==> config.mk <==
export PLATFORM = sky130hd
export DESIGN_NAME = fetch_unit
export DESIGN_NICKNAME = d
export VERILOG_FILES = /design/src/rtl/fetch_unit.sv
export SDC_FILE = /design/constraint.sdc
export NUM_CORES = 1
export LEC_CHECK = 0
export CAP_MARGIN = 10
export CORE_MARGIN = 3
export CORE_UTILIZATION = 61
export DETAILED_ROUTE_END_ITERATION = 16
export GPL_ROUTABILITY_DRIVEN = 0
export GPL_TIMING_DRIVEN = 0
export PLACE_DENSITY_LB_ADDON = 0.05
export SETUP_SLACK_MARGIN = 0.05
export SLEW_MARGIN = 25
export SYNTH_ARGS = -nofsm -noshare
export SYNTH_HDL_FRONTEND = slang
export SYNTH_SLANG_ARGS = --single-unit
==> constraint.sdc <==
create_clock -name clk -period 4.45 [get_ports clk]
set_input_delay 1.1125 -clock clk [delete_from_list [all_inputs] [get_ports clk]]
set_output_delay 1.1125 -clock clk [all_outputs]
set_load 0.02 [all_outputs]
==> src/rtl/fetch_unit.sv <==
// Instruction fetch sequencer: owns the PC and the branch-target table.
// It also holds each fetched word until the datapath accepts it.
module fetch_unit #(
  parameter int                  PC_WIDTH  = 10,
  parameter logic [PC_WIDTH-1:0] START_PC  = '0,
  parameter logic [8:0]          HALT_WORD = 9'h1FF
) (
  input  logic                clk,
  input  logic                reset,
  input  logic                start,
  output logic [PC_WIDTH-1:0] imem_addr,
  input  logic [8:0]          imem_data,
  output logic [8:0]          instr,
  output logic                instr_valid,
  input  logic                instr_ready,
  input  logic                branchEnable,
  input  logic [4:0]          LUTIndex,
  input  logic                lut_we,
  input  logic [4:0]          lut_waddr,
  input  logic [PC_WIDTH-1:0] lut_wdata,
  output logic [PC_WIDTH-1:0] pc,
  output logic                done
);

  typedef enum logic [2:0] {
    IDLE,
    REQ,
    LOAD,
    HOLD,
    DONE
  } state_t;

  state_t              state;
  state_t              state_n;
  logic [PC_WIDTH-1:0] pc_n;
  logic                instr_ld;
  logic [PC_WIDTH-1:0] lut [32];

  assign imem_addr   = pc;
  assign instr_valid = (state == HOLD);
  assign done        = (state == DONE);

  always_ff @(posedge clk) begin
    if (reset) begin
      state <= IDLE;
      pc    <= '0;
      instr <= '0;
    end else begin
      state <= state_n;
      pc    <= pc_n;
      if (instr_ld) instr <= imem_data;
    end
  end

  // Branch reads see the pre-write contents in a same-cycle write.
  always_ff @(posedge clk) begin
    if (reset) begin
      for (int i = 0; i < 32; i++) lut[i] <= '0;
    end else if (lut_we) begin
      lut[lut_waddr] <= lut_wdata;
    end
  end

  always_comb begin
    state_n  = state;
    pc_n     = pc;
    instr_ld = 1'b0;
    unique case (state)
      IDLE, DONE: begin
        if (start) begin
          state_n = REQ;
          pc_n    = START_PC;
        end
      end
      REQ: state_n = LOAD;
      LOAD: begin
        state_n  = HOLD;
        instr_ld = 1'b1;
      end
      HOLD: begin
        if (instr_ready) begin
          unique case (1'b1)
            (instr == HALT_WORD): state_n = DONE;
            branchEnable: begin
              state_n = REQ;
              pc_n    = lut[LUTIndex];
            end
            default: begin
              state_n = REQ;
              pc_n    = pc + PC_WIDTH'(1);
            end
          endcase
        end
      end
      default: state_n = IDLE;
    endcase
  end

endmodule

==> run_results.csv <==
group,metric,value,unit
worst_setup_path,end_kind,"register",
worst_setup_path,cp.arrival,4190,ps
logic_synthesis,syn_area_per_cell,13.8,µm²
pwr,ir_drop,0.000306,V
finish,insertedDiodeCount,0,
global_route,gr-total-overflow,0,
logic_synthesis,synth-edff-count,320,
worst_setup_path,crit_buf_inv,4,
clocking,path_clk_slew,60,ps
sta,hold_violations,0,
global_route,grtUsageTotal,0.334,
min_path,min-delay-start,"state[2]",
finish,synthToLayoutAreaGrowth,14.1,%
sta,setup-tns-final,0,ps
global_route,grt_max_degree,15,
drt,wire_per_inst,28.9,µm
sta,maxSlewHeadroom,0.455,
placement,portBuffers,65,
worst_setup_path,crit_chain,"clkdlybuf4s50_1 > buf_2 > buf_2 > buf_2 > mux2i_1 > nor3_1 > nor4_1 > o21ai_0",
sta,slew_viol_final,0,
clocking,cts_tree,"done",
logic_synthesis,synthArstFlopShare,0,
clocking,cts-root-buf,"clkbuf_16",
min_path,hold_class,"reg -> reg",
sta,finalSetupViolCount,0,
clocking,ctsResizeCount,0,
sta,layout_worst_path_cycle_share,0.853,
drt,vias,10664,
pwr,power.density,405,nW/µm²
worst_setup_path,critical_path_required,4840,ps
finish,finalInstanceArea,18500,µm²
sta,fin_worst_skew,11.0,ps
sta,rsz0062_at_grt,"false",
outcome,status,"finished clean",
clocking,cts-htree-levels,2,
drt,drt_iter0_drc,1949,
logic_synthesis,yosysSeqAreaShare,0.619,
finish,nets,1314,
worst_setup_path,slowest_delay,610,ps
worst_setup_path,cpMaxStageDelayCell,"clkdlybuf4s50_1",
clocking,clockBufferDepth,3,
logic_synthesis,synthFlopType,"edfxtp_1",
sta,fmax,263,MHz
placement,placed_cell_area,17300,µm²
worst_setup_path,cpLargestDelayFamily,"buffers and inverters",
clocking,clock-sinks,342,
die,die_area,28600,µm²
flow_run,maxCapViolCount,0,
logic_synthesis,synth.cell_area,16200,µm²
worst_setup_path,worst_setup_path_start_kind,"primary input",
finish,drive_gt1_frac,0.147,
pwr,power.leakage,6.52,nW
die,start_util,0.621,
worst_setup_path,critPathKind,"in -> reg",
clocking,worstSkewPairLatency,530,ps
min_path,hold_depth,1,
worst_setup_path,r2r-start,"instr[7]",
worst_setup_path,cpMostUsedCell,"buf_2",
min_path,holdPathEnd,"state[1]",
clocking,cts_hold_buf,0,
placement,dp_hpwl,32.4,mm
worst_setup_path,cp_max_fo,10,
drt,viasPerCell,6.49,
drt,dr.pass1.iters,6,
logic_synthesis,ys_types,62,
global_route,grt_pass1_wl,68.4,mm
sta,layout_min_cycle_time,3800,ps
logic_synthesis,netlist_instances,1174,
worst_setup_path,r2r-end,"imem_addr[8]",
worst_setup_path,r2r_cells,5,
drt,antenna_left,0,
die,row_count,59,
clocking,cts_buffers,37,
logic_synthesis,ys_ff_latch,342,
drt,route.detailed.drc,0,
die,ios,66,
logic_synthesis,yosysWarningCount,0,
sta,worst_pin_slew,817,ps
drt,wl,47.4,mm
die,core_area,26100,µm²
finish,fillCellCount,1785,
die,die_y,169,µm
worst_setup_path,ff2ff_setup_slack,2480,ps
die,die_w,169,µm
global_route,grt_pass1_vias,10169,
logic_synthesis,synth_fp_nets,1210,
global_route,antenna_found_initial,0,
clocking,postCtsSetupRepairBufs,0,
state kept, by name, indices dropped and copies added, names as in the netlist:
signal / count
imem_addr: 10
instr: 9
lut: 320
state: 3
routing by layer:
layer	vias up	track usage	share of wire
met2	756	0.500	0.44
li1	4472	-	-
met4	0	0.129	0.048
met5	-	0	0
met1	5301	0.486	0.39
met3	135	0.0766	0.12
through the flow:
| stage | power [mW] | utilization | setup slack [ps] | hold slack, ps | cells |
|---|---|---|---|---|---|
| floorplan | 4.14 | - | 1790 | 448 | 1174 |
| global placement | 4.42 | 0.662 | 314 | 472 | 1574 |
| detailed placement | 4.44 | 0.662 | 217 | 487 | 1574 |
| CTS | 7.48 | 0.709 | 750 | 493 | 1642 |
| global route | 7.67 | 0.709 | 598 | 525 | 1642 |
| finish | 7.51 | 0.709 | 654 | 506 | 1642 |
logic make-up (layout without fill, tap and decap cells):
family                     after synthesis  in the layout  synth area share
and+or+nand+nor                        522            522             0.188
xor gates and xnor gates                 4              4           0.00216
buffers and inverters                  114            247            0.0341
muxes                                  122            122             0.125
adders and majority gates                1              1          0.000770
AOI/OAI and AO/OA                       69             69            0.0311
DFF                                    342            342             0.619
synthesized netlist by cell type, types with 8 or more instances:
master,n,area (µm²)
o21ai_0,8,40.0
mux2i_1,53,531
nor2_1,58,218
nor3_1,9,45.0
nor2b_1,14,87.6
nand3_1,18,90.1
clkbuf_1,73,274
mux4_2,59,1330
or2_2,32,200
buf_2,14,70.1
nand2_1,27,101
edfxtp_1,320,9610
dfxtp_1,22,440
a21oi_1,9,45.0
and2_1,323,2020
buf_4,17,128
cell usage in the layout (no fill, tap or decap), drive strengths merged, types with 5 or more instances in the layout:
| master | count |
|---|---|
| mux2i | 53 |
| o22ai | 5 |
| buf | 38 |
| and2 | 323 |
| o21ai | 11 |
| a22oi | 5 |
| clkbuf | 117 |
| nor4 | 5 |
| nand2 | 27 |
| nand3b | 6 |
| nor2 | 58 |
| mux4 | 63 |
| nor2b | 14 |
| or2 | 32 |
| dfxtp | 22 |
| o211ai | 6 |
| clkinv | 19 |
| a211oi | 6 |
| mux2 | 6 |
| nand2b | 5 |
| nand4 | 6 |
| nor3 | 9 |
| edfxtp | 320 |
| a21oi | 9 |
| nand3 | 18 |
| clkdlybuf4s50 | 65 |
cell type report:
| class | count | area (µm²) | area share |
|---|---|---|---|
| flip-flops and latches | 342 | 10000 | 0.542 |
| multi-input cells | 718 | 5630 | 0.304 |
| clock buffers | 44 | 1000 | 0.0542 |
| repair buffers | 65 | 651 | 0.0351 |
| plain buffers | 111 | 543 | 0.0293 |
| well taps | 335 | 419 | 0.0226 |
| clock inverters | 24 | 219 | 0.0118 |
| inverters | 3 | 11.3 | 0.000608 |
power breakdown:
group	switching (mW)	internal [mW]	total [mW]	leakage (nW)
registers	0.0544	3.68	3.73	3.22
clock network	1.27	1.85	3.12	0.605
logic	0.422	0.239	0.661	2.70
total	1.75	5.76	7.51	6.52
how the worst max path moves through the flow:
stage                            from      endpoint  slack [ps]  cells past startpoint
after floorplan           LUTIndex[1]  imem_addr[0]        1790                      6
after detailed placement  LUTIndex[2]  imem_addr[2]         220                      8
final                     LUTIndex[2]  imem_addr[2]         650                      8
after CTS                 LUTIndex[2]  imem_addr[2]         750                      8
after global routing      LUTIndex[2]  imem_addr[2]         600                      8
after global placement    LUTIndex[2]  imem_addr[2]         310                      8
Power figures use the tool's default switching activity.
==> RTL change 1 (config.mk and constraints unchanged) <==
Encoding of `state_t`: now Gray code (3 bits for 5 states).
--- a/src/rtl/fetch_unit.sv
+++ b/src/rtl/fetch_unit.sv
@@ -25,7 +25,7 @@
   typedef enum logic [2:0] {
-    IDLE,
-    REQ,
-    LOAD,
-    HOLD,
-    DONE
+    IDLE = 3'b000,
+    REQ  = 3'b001,
+    LOAD = 3'b011,
+    HOLD = 3'b010,
+    DONE = 3'b110
   } state_t;
Behaviour: same outputs for any inputs over 4 cycles, from zero or initial values and one cycle with reset high; so few cycles prove little.
==> RTL change 1 against the unedited design <==
  * Clock skew rose by 0.0085 ns
  * Hold slack gained 0.018 ns
  * Synthesized area decreased by 0.42%
  * Design area decreased by 1.4%
  * Sequential cell count stayed put
  * Power decreased by 4.2%
  * Routed wire length fell by 3.8%
  * Worst setup slack gained 0.28 ns
  * Critical path depth did not move
  * Count of clock-buffer cells in the layout rose by 2
  * Largest cell class unchanged
  * Highest routed layer is now met5
==> RTL change 1: results (changes against the unedited design) <==
metric;value;unit;change
place_inst;1522;;was 1,574
whs;0.5242;ns;was 0.5059 ns
leakagePower;6.449;nW;was 6.525 nW
antenna_found_initial;3;;was 0
swShare;0.2320;;was 0.2327
grtUsageMet3;0.08734;;was 0.07664
powerDensity;393.9;mW/mm²;was 405.4 mW/mm²
numCtsBuffers;36;;was 37
reg2reg_slack;2.33;ns;was 2.48 ns
worstPathArrival;3.91;ns;was 4.19 ns
syn_nets;1165;;was 1,210
grt_use_met2;0.4904;;was 0.5001
fin_worst_skew;0.01951;ns;was 0.01100 ns
regToRegStartpoint;instr[1];;was instr[7]
fin_cells;1584;;was 1,642
ys_top_cells_by_count;and2_1, edfxtp_1, clkbuf_1;;unchanged
postSynthCellCount;1129;;was 1,174
met1_length;17.18;mm;was 18.47 mm
whs_path_depth;2;;was 1
status;complete, no violations;;unchanged
routed-wl-met2;20.60;mm;was 20.92 mm
startpoint;LUTIndex[0];;was LUTIndex[2]
r2r_end;imem_addr[4];;was imem_addr[8]
power_frac_seq;0.521;;was 0.497
synth_area_leaders;edfxtp_1, and2_1, mux4_2;;unchanged
layout-drive-gt1-share;0.1588;;was 0.1469
dp_hpwl;30.88;mm;was 32.40 mm
min_to;instr[4];;was state[1]
wl_per_cell;28.77;µm;was 28.86 µm
grt_pass1_vias;9718;;was 10,170
worstHoldStart;instr[4];;was state[2]
viasPerCell;6.448;;was 6.495
met3_length;6.051;mm;was 5.720 mm
nFillCells;1722;;was 1,785
place_ws;0.5318;ns;was 0.2167 ns
max-vdd-ir-drop;0.0003246;V;was 0.0003062 V
slew_headroom;0.3799;;was 0.4551
numPortBuffers;63;;was 65
ys_types;52;;was 62
drt-initial-drc-count;1490;;was 1,949
grt_use_met1;0.4693;;was 0.4860
ys_seq_area_frac;0.6215;;was 0.6189
final_nets;1266;;was 1,314
placed_area;0.01721;mm²;was 0.01731 mm²
min_period;3.518;ns;was 3.796 ns
setup.worst_path.end;imem_addr[3];;was imem_addr[2]
maxUsedRoutingLayer;met5;;was met4
max_stage_delay;0.53;ns;was 0.61 ns
RTL change 1: cell count changes in the layout (fill, tap and decap cells not counted), moves of 5 or more:
| cell | delta |
|---|---|
| a22oi_1 | +12 |
| mux2i_1 | +6 |
| o311ai_2 | +6 |
| mux2_2 | -5 |
| mux4_2 | +13 |
| nor2b_1 | -8 |
| clkbuf_1 | +5 |
| nand2_1 | -14 |
RTL change 1: layout make-up:
cell class              instances  share of cell area
diodes                          1           0.0001370
plain buffers                 110             0.03047
clock buffers                  46             0.05252
clock inverters                15            0.005273
inverters                       4           0.0008217
multi-input cells             673              0.3036
flip-flops and latches        342              0.5500
well taps                     330             0.02260
repair buffers                 63             0.03451
RTL change 1: cell families (layout without fill, tap and decap cells):
family,after synthesis,in the layout,synth area share
AOI/OAI and AO/OA,52,52,0.02631
buffers and inverters,114,238,0.03536
and+or+nand+nor,487,487,0.1780
other,0,1,0
muxes,132,132,0.1375
adders and majority gates,1,1,0.0007737
DFF,342,342,0.6215
xor gates and xnor gates,1,1,0.0005418
==> RTL change 2 (same settings) <==
Made on the original files. The parameter `PC_WIDTH` goes from 10 to 11.
--- a/src/rtl/fetch_unit.sv
+++ b/src/rtl/fetch_unit.sv
@@ -3,3 +3,3 @@
 module fetch_unit #(
-  parameter int                  PC_WIDTH  = 10,
+  parameter int                  PC_WIDTH  = 11,
   parameter logic [PC_WIDTH-1:0] START_PC  = '0,
Ports: changed (resized imem_addr, lut_wdata and pc); port bits go from 66 to 69. The function was not compared with the original's and may differ.
==> RTL change 2 against the unedited design <==
  * Hold slack got worse by 0.029 ns
  * Sequential share of layout area about the same
  * Worst setup slack got worse by 0.062 ns
  * Sequential cell count increased by 33
  * Die area increased by 8.5%
  * Design area increased by 9.7%
  * Non-clock buffer count increased by 28
  * Register-to-register slack got worse by 0.18 ns
  * Routed wire length increased by 5.9%
  * Synthesized area increased by 8.8%
  * Via count increased by 3.6%
  * Power increased by 5.4%
  * Final cell count increased by 5.2%
  * Critical path type unchanged
  * Largest power group unchanged
==> RTL change 2: results (changes against the unedited design) <==
metric;value;unit;change
min_path_type;flip-flop to flip-flop;;unchanged
grt_use_total;0.3332;;was 0.3340
numPortBuffers;62;;was 65
clkLatencyLatePin;0.54;ns;
top_register;lut;;unchanged
critPathTopFamily;buffers and inverters;;unchanged
max_stage_delay;0.66;ns;was 0.61 ns
ys_seq_area_frac;0.6245;;was 0.6189
numCtsBuffers;40;;was 37
ys_types;50;;was 62
cp_slowest_cell;clkbuf_1;;was clkdlybuf4s50_1
leakagePower;7.016;nW;was 6.525 nW
drt-initial-drc-count;1714;;was 1,949
synth_edf_count;352;;was 320
cp_max_fo;10;;unchanged
internal-power;6.088;mW;was 5.764 mW
ctsResizeCount;0;;unchanged
antenna_found_initial;1;;was 0
async_reset_ff_frac;0;;unchanged
syn_nets;1226;;was 1,210
largest_register_ffs;352;;was 320
synth_area_leaders;edfxtp_1, and2_1, mux4_2;;unchanged
max-vdd-ir-drop;0.0003431;V;was 0.0003062 V
clock_path_buffers;3;;unchanged
path_clk_slew;0.06;ns;about the same
dp_hpwl;34.79;mm;was 32.40 mm
h-tree-depth;2;;unchanged
layout-drive-gt1-share;0.1731;;was 0.1469
final_nets;1353;;was 1,314
cts-root-buf;clkbuf_16;;unchanged
status;complete, no violations;;unchanged
fin_worst_skew;0.01488;ns;was 0.01100 ns
routed_wl;50.16;mm;was 47.39 mm
ys_warn_count;0;;unchanged
met1_length;19.49;mm;was 18.47 mm
dr.pass1.iters;8;;was 6
worst_pin_slew;0.8928;ns;was 0.8173 ns
nFillCells;1823;;was 1,785
worstPathArrival;4.15;ns;was 4.19 ns
grt_max_degree;14;;was 15
maxUsedRoutingLayer;met4;;unchanged
grt_pass1_wl;73.45;mm;was 68.40 mm
ys_top_cells_by_count;and2_1, edfxtp_1, mux4_2;;was and2_1, edfxtp_1, clkbuf_1
routed-wl-met2;22.48;mm;was 20.92 mm
grt_pass1_vias;10870;;was 10,170
viasPerCell;6.396;;was 6.495
post_cts_buffers;0;;unchanged
met3_length;6.289;mm;was 5.720 mm
[RTL change 2: logic make-up after synthesis]
group	count (synthesis)	share of synthesized area
simple gates	484	0.1598
xor+xnor	2	0.0009918
buf+inv	122	0.03981
compound gates	72	0.02451
flops	375	0.6245
mux	133	0.1497
fa+ha+maj	1	0.0007082
[RTL change 2: path summary, 6_finish.rpt]
| check | cells past startpoint | from | slack [ns] | to |
|---|---|---|---|---|
| worst max register to register | 4 | lut[9][9] | 2.30 | imem_addr[9] |
| worst min-delay path | 1 | state[2] | 0.48 | state[1] |
| worst min register to register | 1 | state[2] | 0.48 | state[1] |
| worst max-delay path | 8 | reset | 0.59 | lut[11][2] |
[RTL change 2: final cells by class]
class	count	area, µm²	area share
repair buffers	85	879.6	0.04328
clock inverters	13	86.33	0.004248
flip-flops and latches	375	11030	0.5427
multi-input cells	692	6051	0.2977
plain buffers	119	691.9	0.03404
inverters	3	11.26	0.0005541
well taps	378	473.0	0.02327
diodes	3	7.507	0.0003694
clock buffers	59	1094	0.05380
[RTL change 2: metrics by stage]
stage / cell area, µm² / std cells / worst slack, ns / TNS (ns)
CTS: 20320 / 1724 / 0.6592 / 0
floorplan: 17660 / 1189 / 1.301 / 0
global route: 20320 / 1724 / 0.5166 / 0
detailed placement: 19140 / 1652 / 0.1398 / 0
global placement: 18760 / 1629 / -0.4389 / -56.29
finish: 20320 / 1727 / 0.5915 / 0
[RTL change 2: per-layer routing]
layer	up-vias	GRT usage
met1	5512	0.4839
met3	109	0.09419
met4	0	0.1109
met5	-	0
li1	4653	-
met2	772	0.4949
[RTL change 2: power by group through the flow]
stage	registers (mW)	logic (mW)	clock network [mW]
floorplan	4.15	0.396	0
global placement	4.16	0.683	0
detailed placement	4.16	0.729	0
CTS	4.09	0.732	3.08
global route	4.10	0.768	3.25
finish	4.09	0.745	3.09
